**src/rtl/if_fetch_stage_pkg.sv**
```systemverilog
// Shared fetch-stage types and constants.
// Imported by the IF stage, its IF/ID register and the imem interface.
package if_fetch_stage_pkg;

  localparam int XLEN = 32;

  localparam logic [XLEN-1:0] NOP_INSTR_DEF = 32'h0000_0013;

  typedef enum logic [1:0] {
    PC_SRC_PLUS4 = 2'b00,
    PC_SRC_BR    = 2'b01,
    PC_SRC_JALR  = 2'b10,
    PC_SRC_RSVD  = 2'b11
  } pc_src_e;

  typedef struct packed {
    logic [XLEN-1:0] instr;
    logic [XLEN-1:0] pc;
    logic [XLEN-1:0] pc_plus4;
    logic            valid;
  } if_id_t;

endpackage

```
**src/rtl/if_fetch_stage_if.sv**
```systemverilog
// Instruction-memory port of the fetch stage.
// master = fetch stage, slave = synchronous-read memory.
interface if_fetch_stage_if #(
  parameter int AW = 10
) ();
  import if_fetch_stage_pkg::*;

  logic [AW-1:0]   o_imem_addr;
  logic            o_imem_en;
  logic [XLEN-1:0] i_imem_rdata;

  modport master (
    output o_imem_addr,
    output o_imem_en,
    input  i_imem_rdata
  );

  modport slave (
    input  o_imem_addr,
    input  o_imem_en,
    output i_imem_rdata
  );
endinterface

```
**src/rtl/if_fetch_stage_if_id_reg.sv**
```systemverilog
// IF/ID pipeline register with flush > stall > advance priority.
// The hold register keeps the stalled instruction stable.
module if_id_reg
  import if_fetch_stage_pkg::*;
#(
  parameter logic [XLEN-1:0] NOP_INSTR = NOP_INSTR_DEF
) (
  input  logic            i_clk,
  input  logic            i_rst,
  input  logic            i_clk_en,
  input  logic            i_stall,
  input  logic            i_flush,
  input  logic [XLEN-1:0] i_pc_f,
  input  logic [XLEN-1:0] i_rdata,
  output if_id_t          o_if_id
);

  logic [XLEN-1:0] r_pc;
  logic [XLEN-1:0] r_pc_plus4;
  logic [XLEN-1:0] r_hold;
  logic            r_valid;
  logic            r_hold_valid;
  logic            r_nop;
  logic            w_hold;

  assign w_hold = i_stall & ~i_flush;

  always_ff @(posedge i_clk) begin
    if (i_rst) begin
      r_pc         <= '0;
      r_pc_plus4   <= 32'd4;
      r_hold       <= '0;
      r_valid      <= 1'b0;
      r_hold_valid <= 1'b0;
      r_nop        <= 1'b1;
    end else if (i_clk_en) begin
      unique case (1'b1)
        i_flush: begin
          r_pc         <= i_pc_f;
          r_pc_plus4   <= i_pc_f + 32'd4;
          r_valid      <= 1'b0;
          r_hold_valid <= 1'b0;
          r_nop        <= 1'b1;
        end
        w_hold: begin
          if (!r_hold_valid) begin
            r_hold       <= i_rdata;
            r_hold_valid <= 1'b1;
          end
        end
        default: begin
          r_pc         <= i_pc_f;
          r_pc_plus4   <= i_pc_f + 32'd4;
          r_valid      <= 1'b1;
          r_hold_valid <= 1'b0;
          r_nop        <= 1'b0;
        end
      endcase
    end
  end

  // memory data pairs with r_pc one cycle after the fetch
  always_comb begin
    o_if_id.pc       = r_pc;
    o_if_id.pc_plus4 = r_pc_plus4;
    o_if_id.valid    = r_valid;
    o_if_id.instr    = i_rdata;
    if (r_nop)
      o_if_id.instr = NOP_INSTR;
    else if (r_hold_valid)
      o_if_id.instr = r_hold;
  end

endmodule

```
**src/rtl/if_fetch_stage.sv**
```systemverilog
// RV32I instruction-fetch stage: PC register, next-PC select,
// imem port and IF/ID register.
module if_fetch_stage
  import if_fetch_stage_pkg::*;
#(
  parameter logic [XLEN-1:0] RESET_PC  = 32'h0000_0000,
  parameter logic [XLEN-1:0] NOP_INSTR = NOP_INSTR_DEF,
  parameter int              IMEM_AW   = 10
) (
  input  logic            i_clk,
  input  logic            i_rst,
  input  logic            i_clk_en,
  input  logic            i_pc_wr_en_h,
  input  logic            i_if_id_stall_h,
  input  logic            i_if_id_flush_h,
  input  logic [1:0]      i_pc_src_e,
  input  logic [XLEN-1:0] i_pc_target_e,
  input  logic [XLEN-1:0] i_alu_result_e,
  if_fetch_stage_if.master imem,
  output logic [XLEN-1:0] o_instr_d,
  output logic [XLEN-1:0] o_pc_d,
  output logic [XLEN-1:0] o_pc_plus4_d,
  output logic            o_valid_d,
  output logic            o_misaligned_f
);

  logic [XLEN-1:0] r_pc_f;
  logic [XLEN-1:0] w_pc_plus4_f;
  logic [XLEN-1:0] w_pc_next;
  logic            w_redirect;
  logic            w_pc_ld;
  logic            r_misaligned;
  logic            w_unused;
  if_id_t          w_if_id;

  assign w_pc_plus4_f = r_pc_f + 32'd4;
  assign w_unused     = i_alu_result_e[0];

  always_comb begin
    w_pc_next  = w_pc_plus4_f;
    w_redirect = 1'b0;
    unique case (pc_src_e'(i_pc_src_e))
      PC_SRC_BR: begin
        w_pc_next  = i_pc_target_e;
        w_redirect = 1'b1;
      end
      PC_SRC_JALR: begin
        w_pc_next  = {i_alu_result_e[XLEN-1:1], 1'b0};
        w_redirect = 1'b1;
      end
      default: ;
    endcase
  end

  // a redirect overrides a PC stall
  assign w_pc_ld = i_pc_wr_en_h | w_redirect;

  always_ff @(posedge i_clk) begin
    if (i_rst) begin
      r_pc_f       <= RESET_PC;
      r_misaligned <= 1'b0;
    end else if (i_clk_en) begin
      if (w_pc_ld)
        r_pc_f <= w_pc_next;
      r_misaligned <= w_redirect & w_pc_next[1];
    end
  end

  assign imem.o_imem_addr = r_pc_f[IMEM_AW+1:2];
  assign imem.o_imem_en   = i_clk_en & ~i_rst & ~i_if_id_stall_h;

  if_id_reg #(
    .NOP_INSTR (NOP_INSTR)
  ) u_if_id_reg (
    .i_clk    (i_clk),
    .i_rst    (i_rst),
    .i_clk_en (i_clk_en),
    .i_stall  (i_if_id_stall_h),
    .i_flush  (i_if_id_flush_h),
    .i_pc_f   (r_pc_f),
    .i_rdata  (imem.i_imem_rdata),
    .o_if_id  (w_if_id)
  );

  assign o_instr_d      = w_if_id.instr;
  assign o_pc_d         = w_if_id.pc;
  assign o_pc_plus4_d   = w_if_id.pc_plus4;
  assign o_valid_d      = w_if_id.valid;
  assign o_misaligned_f = r_misaligned;

endmodule

```
**src/flat_wrapper.sv**
```systemverilog
// flat-port wrapper written by rule: the top's interface ports become plain ports
module if_fetch_stage_flat import if_fetch_stage_pkg::*;
#(
  parameter logic [XLEN-1:0] RESET_PC  = 32'h0000_0000,
  parameter logic [XLEN-1:0] NOP_INSTR = NOP_INSTR_DEF,
  parameter int              IMEM_AW   = 10
)
  (i_clk, i_rst, i_clk_en, i_pc_wr_en_h, i_if_id_stall_h, i_if_id_flush_h, i_pc_src_e, i_pc_target_e, i_alu_result_e, o_instr_d, o_pc_d, o_pc_plus4_d, o_valid_d, o_misaligned_f, imem_o_imem_addr, imem_o_imem_en, imem_i_imem_rdata);
  if_fetch_stage_if #(.AW(10)) imem_i ();
  input  logic i_clk;
  input  logic i_rst;
  input  logic i_clk_en;
  input  logic i_pc_wr_en_h;
  input  logic i_if_id_stall_h;
  input  logic i_if_id_flush_h;
  input  logic [1:0] i_pc_src_e;
  input  logic [XLEN-1:0] i_pc_target_e;
  input  logic [XLEN-1:0] i_alu_result_e;
  output logic [XLEN-1:0] o_instr_d;
  output logic [XLEN-1:0] o_pc_d;
  output logic [XLEN-1:0] o_pc_plus4_d;
  output logic o_valid_d;
  output logic o_misaligned_f;
  output wire logic [$bits(imem_i.o_imem_addr)-1:0] imem_o_imem_addr;
  output wire logic [$bits(imem_i.o_imem_en)-1:0] imem_o_imem_en;
  input wire logic [$bits(imem_i.i_imem_rdata)-1:0] imem_i_imem_rdata;
  assign imem_o_imem_addr = imem_i.o_imem_addr;
  assign imem_o_imem_en = imem_i.o_imem_en;
  assign imem_i.i_imem_rdata = imem_i_imem_rdata;
  if_fetch_stage #(.RESET_PC(RESET_PC), .NOP_INSTR(NOP_INSTR), .IMEM_AW(IMEM_AW)) u_core (.i_clk(i_clk), .i_rst(i_rst), .i_clk_en(i_clk_en), .i_pc_wr_en_h(i_pc_wr_en_h), .i_if_id_stall_h(i_if_id_stall_h), .i_if_id_flush_h(i_if_id_flush_h), .i_pc_src_e(i_pc_src_e), .i_pc_target_e(i_pc_target_e), .i_alu_result_e(i_alu_result_e), .imem(imem_i), .o_instr_d(o_instr_d), .o_pc_d(o_pc_d), .o_pc_plus4_d(o_pc_plus4_d), .o_valid_d(o_valid_d), .o_misaligned_f(o_misaligned_f));
endmodule
```
**config.mk**
```make
export PLATFORM = sky130hd
export DESIGN_NAME = if_fetch_stage_flat
export DESIGN_NICKNAME = d
export VERILOG_FILES = /design/src/rtl/if_fetch_stage_pkg.sv /design/src/rtl/if_fetch_stage_if.sv /design/src/rtl/if_fetch_stage_if_id_reg.sv /design/src/rtl/if_fetch_stage.sv /design/src/flat_wrapper.sv
export SDC_FILE = /design/constraint.sdc
export NUM_CORES = 1
export LEC_CHECK = 0
export CORE_ASPECT_RATIO = 0.75
export CORE_MARGIN = 5
export CORE_UTILIZATION = 51
export DETAILED_ROUTE_END_ITERATION = 10
export PLACE_DENSITY = 0.93
export SLEW_MARGIN = 15
export SYNTH_ARGS = -nofsm -noshare
export SYNTH_HDL_FRONTEND = slang
export SYNTH_HIERARCHICAL = 1
export SYNTH_SLANG_ARGS = --single-unit
```
**constraint.sdc**
```tcl
create_clock -name i_clk -period 5.15 [get_ports i_clk]
set_clock_uncertainty 0.2 [all_clocks]
set_input_delay 1.03 -clock i_clk [delete_from_list [all_inputs] [get_ports i_clk]]
set_output_delay 1.03 -clock i_clk [all_outputs]
set_load 0.05 [all_outputs]
```
==> results.ini <==
[grt]
overflow=0
vias_in_the_first_global_route=7187
pin_count_of_the_biggest_net_entering_global_routing=101
grt_antenna_before_repair=0
grt_usage=0.2765
grt_pass1_wl_um=36130

[clock_tree]
clkSlewWorstSetupHoldPaths_ns=0.06
clock_sink_count=130
ctsHoldBuffers=0
clk_path_buf_depth=2
htree_num_levels=4
cts_tree=yes
buffer_type_at_the_clock_tree_root=clkbuf_16
insertion_delay_ns=0.41
post-cts-setup-buffers=0
cts_made_buffers=17
cts_resized=0

[critical_path]
timing.rr.end=u_core/r_pc_f[20]$_SDFFE_PP0P_
r2r-start=u_core/r_pc_f[3]$_SDFFE_PP0P_
timing.critical_path.required_ns=3.92
crit_start=i_rst
cp.arrival_ns=2.71
cp-endpoint=imem_o_imem_en
reg2reg_depth=5
nature_of_the_critical_path_endpoint=output pin
cp_max_fo=32
critical_path.startpoint_type=input pin
path_class=in2out
worst-r2r-setup-slack_ns=2.29

[power_and_ir_drop]
finalPower_uw=2858
clockPowerShare=0.416
sw_frac_of_total=0.2903
sequentialPowerShare=0.397
p_switching_uw=829.7
ir_worst_vdd_uv=248.9
intPower_uw=2028
power.combinational.fraction=0.187
p_leak_uw=0.003109
power_density_nw_per_um2=301.3

[final_layout]
final_net_count=1157
final_design_area_no_fill_um2=9487
antenna_cells=0
post_route_cells_drive_above_1_share=0.04807
area.growth.synth_to_final_pct=37.13

[floorplanning]
design.die.area_um2=16020
die_h_um=110.9
core_area_um2=13150
rows=36
pin_count=213
floorplan.initialDensity=0.5260
die_width_um=144.5

[synth]
post_synth_instance_area_um2=6918
netlist-cell-type-count=60
postSynthAreaPerCell_um2=7.712
synth_commonest_cells=nand2_1, dfxtp_1, a21oi_1
synth_enable_flop_cells=0
post-synth-top-count-cell=nand2_1
syn-instance-count=897
yosys_top_cell_by_area=dfxtp_1
seq_cells_post_synth=130
asyncSetResetFlopFracSynth=0
synthesis.nets=1005
post_synth_main_area_contributors=dfxtp_1, nand2_1, a21oi_1
synth.yosys.seq_area_share=0.3762
yosysTopAreaCellShare=0.3762
yosysWarningCount=6
synth-main-ff-cell=dfxtp_1

[detailed_routing]
detail_route.drc_violations=0
first_pass_iters=6
vias=7549
detail-route-antenna-nets=0
post_drt_wl_per_cell_um=18.52
wire_length_reported_by_the_detailed_router_um=22810
drt_iter0_drc=948
post_drt_via_cell_ratio=6.127

[sta]
maxSlewHeadroom=0.2281
setup_viol=0
report.final.hold_viol_count=0
fmax_ghz=0.2540
setup_total_negative_slack_ns=0
post-route-period-util=0.7646
final_max_slew_viol_count=0
period_needed_ns=3.937
grt_setup_unrepaired=false
max_slew.worst_pin.slew_ns=1.155

[place]
detailed_place_hpwl_um=15740
io_buffers=211
place_area_um2=8910
final_weighted_congestion_in_routability_driven_placement=0.8897

[outcome]
outcome=complete, no violations

[hold_path]
holdCritPathClass=reg2reg

[run]
maxCapViolCount=0

## area by class of cell
type / count / area, um2
clock inverters: 10 / 136.4
well taps: 171 / 214.0
fillers: 1048 / 3666
repair buffers: 220 / 2177
multi-input cells: 665 / 3859
inverters: 15 / 56.30
flip-flops and latches: 130 / 2604
clock buffers: 21 / 440.4
## power groups by stage
| stage | clock (uW) | sequential [uW] | combinational [uW] |
|---|---|---|---|
| final | 1190 | 1130 | 534 |
| after global routing | 1250 | 1140 | 566 |
| after CTS | 1200 | 1130 | 529 |
| after global placement | 0 | 1150 | 517 |
| after floorplan | 0 | 1200 | 263 |
| after detailed placement | 0 | 1150 | 525 |
## state kept, by name (all words and copies together), names as in the netlist
name,flops
u_core/r_pc_f,32
u_core/u_if_id_reg/r_pc,32
u_core/u_if_id_reg/r_valid,1
u_core/o_misaligned_f,1
u_core/u_if_id_reg/r_hold_valid,1
u_core/u_if_id_reg/r_hold,32
u_core/u_if_id_reg/r_pc_plus4,30
u_core/u_if_id_reg/r_nop,1
## cells by family after synthesis
| kind of cell | after synthesis | share of synthesized area |
|---|---|---|
| flops | 130 | 0.3762 |
| fa+ha+maj | 4 | 0.007235 |
| xor+xnor | 13 | 0.01646 |
| buf+inv | 102 | 0.06692 |
| mux | 32 | 0.04630 |
| compound gates | 229 | 0.2198 |
| simple gates | 387 | 0.2671 |
## how the worst min path moves through the flow
stage                     cells past startpoint                                          to  slack, ns                                        from
after global placement                        2     u_core/u_if_id_reg/r_pc[7]$_SDFFE_PP0P_       0.24     u_core/u_if_id_reg/r_pc[7]$_SDFFE_PP0P_
after detailed placement                      2  u_core/u_if_id_reg/r_hold[27]$_SDFFE_PP0P_       0.25  u_core/u_if_id_reg/r_hold[27]$_SDFFE_PP0P_
final                                         2  u_core/u_if_id_reg/r_hold[29]$_SDFFE_PP0P_       0.25  u_core/u_if_id_reg/r_hold[29]$_SDFFE_PP0P_
after CTS                                     2     u_core/u_if_id_reg/r_pc[7]$_SDFFE_PP0P_       0.25     u_core/u_if_id_reg/r_pc[7]$_SDFFE_PP0P_
after global routing                          2     u_core/u_if_id_reg/r_pc[7]$_SDFFE_PP0P_       0.27     u_core/u_if_id_reg/r_pc[7]$_SDFFE_PP0P_
after floorplan                               2               u_core/r_pc_f[0]$_SDFFE_PP0P_       0.23               u_core/r_pc_f[0]$_SDFFE_PP0P_
## metrics by stage
| stage | util | hold WS, ns | setup slack, ns | instances |
|---|---|---|---|---|
| finish | 0.7213 | 0.2524 | 1.213 | 1232 |
| global placement | 0.6774 | 0.2414 | 1.212 | 1201 |
| floorplan | - | 0.2322 | 1.638 | 897 |
| CTS | 0.7213 | 0.2546 | 1.222 | 1232 |
| global route | 0.7213 | 0.2740 | 1.100 | 1232 |
| detailed placement | 0.6774 | 0.2474 | 1.188 | 1201 |
## cells in the final DEF (no fill, tap or decap), types with 15 or more instances in the layout
master	Yosys	routed
clkdlybuf4s50_1	0	210
a21oi_1	87	87
or3_1	17	17
nand4_1	22	22
nor2_1	76	76
a31oi_1	15	15
nand3_1	29	29
or4_1	15	15
a211oi_1	18	18
nand2_1	169	169
clkbuf_16	0	17
dfxtp_1	130	129
o31ai_1	16	16
o21ai_0	16	16
a311oi_1	18	18
mux2i_1	32	32
## worst max-delay path, stage by stage
cell	delay (ns)
buf_4	0.28
clkinv_1	0.35
nand2_1	0.25
nor2_1	0.07
clkdlybuf4s50_1	0.72
## routing by layer
metal  track usage  vias up  part of all wire
met3       0.08409       73              0.11
li1              -     3543                 -
met1        0.3503     3517              0.40
met4        0.1125        0             0.029
met5             0        -                 0
met2        0.4366      416              0.46
(Power assumes the default switching activity.)
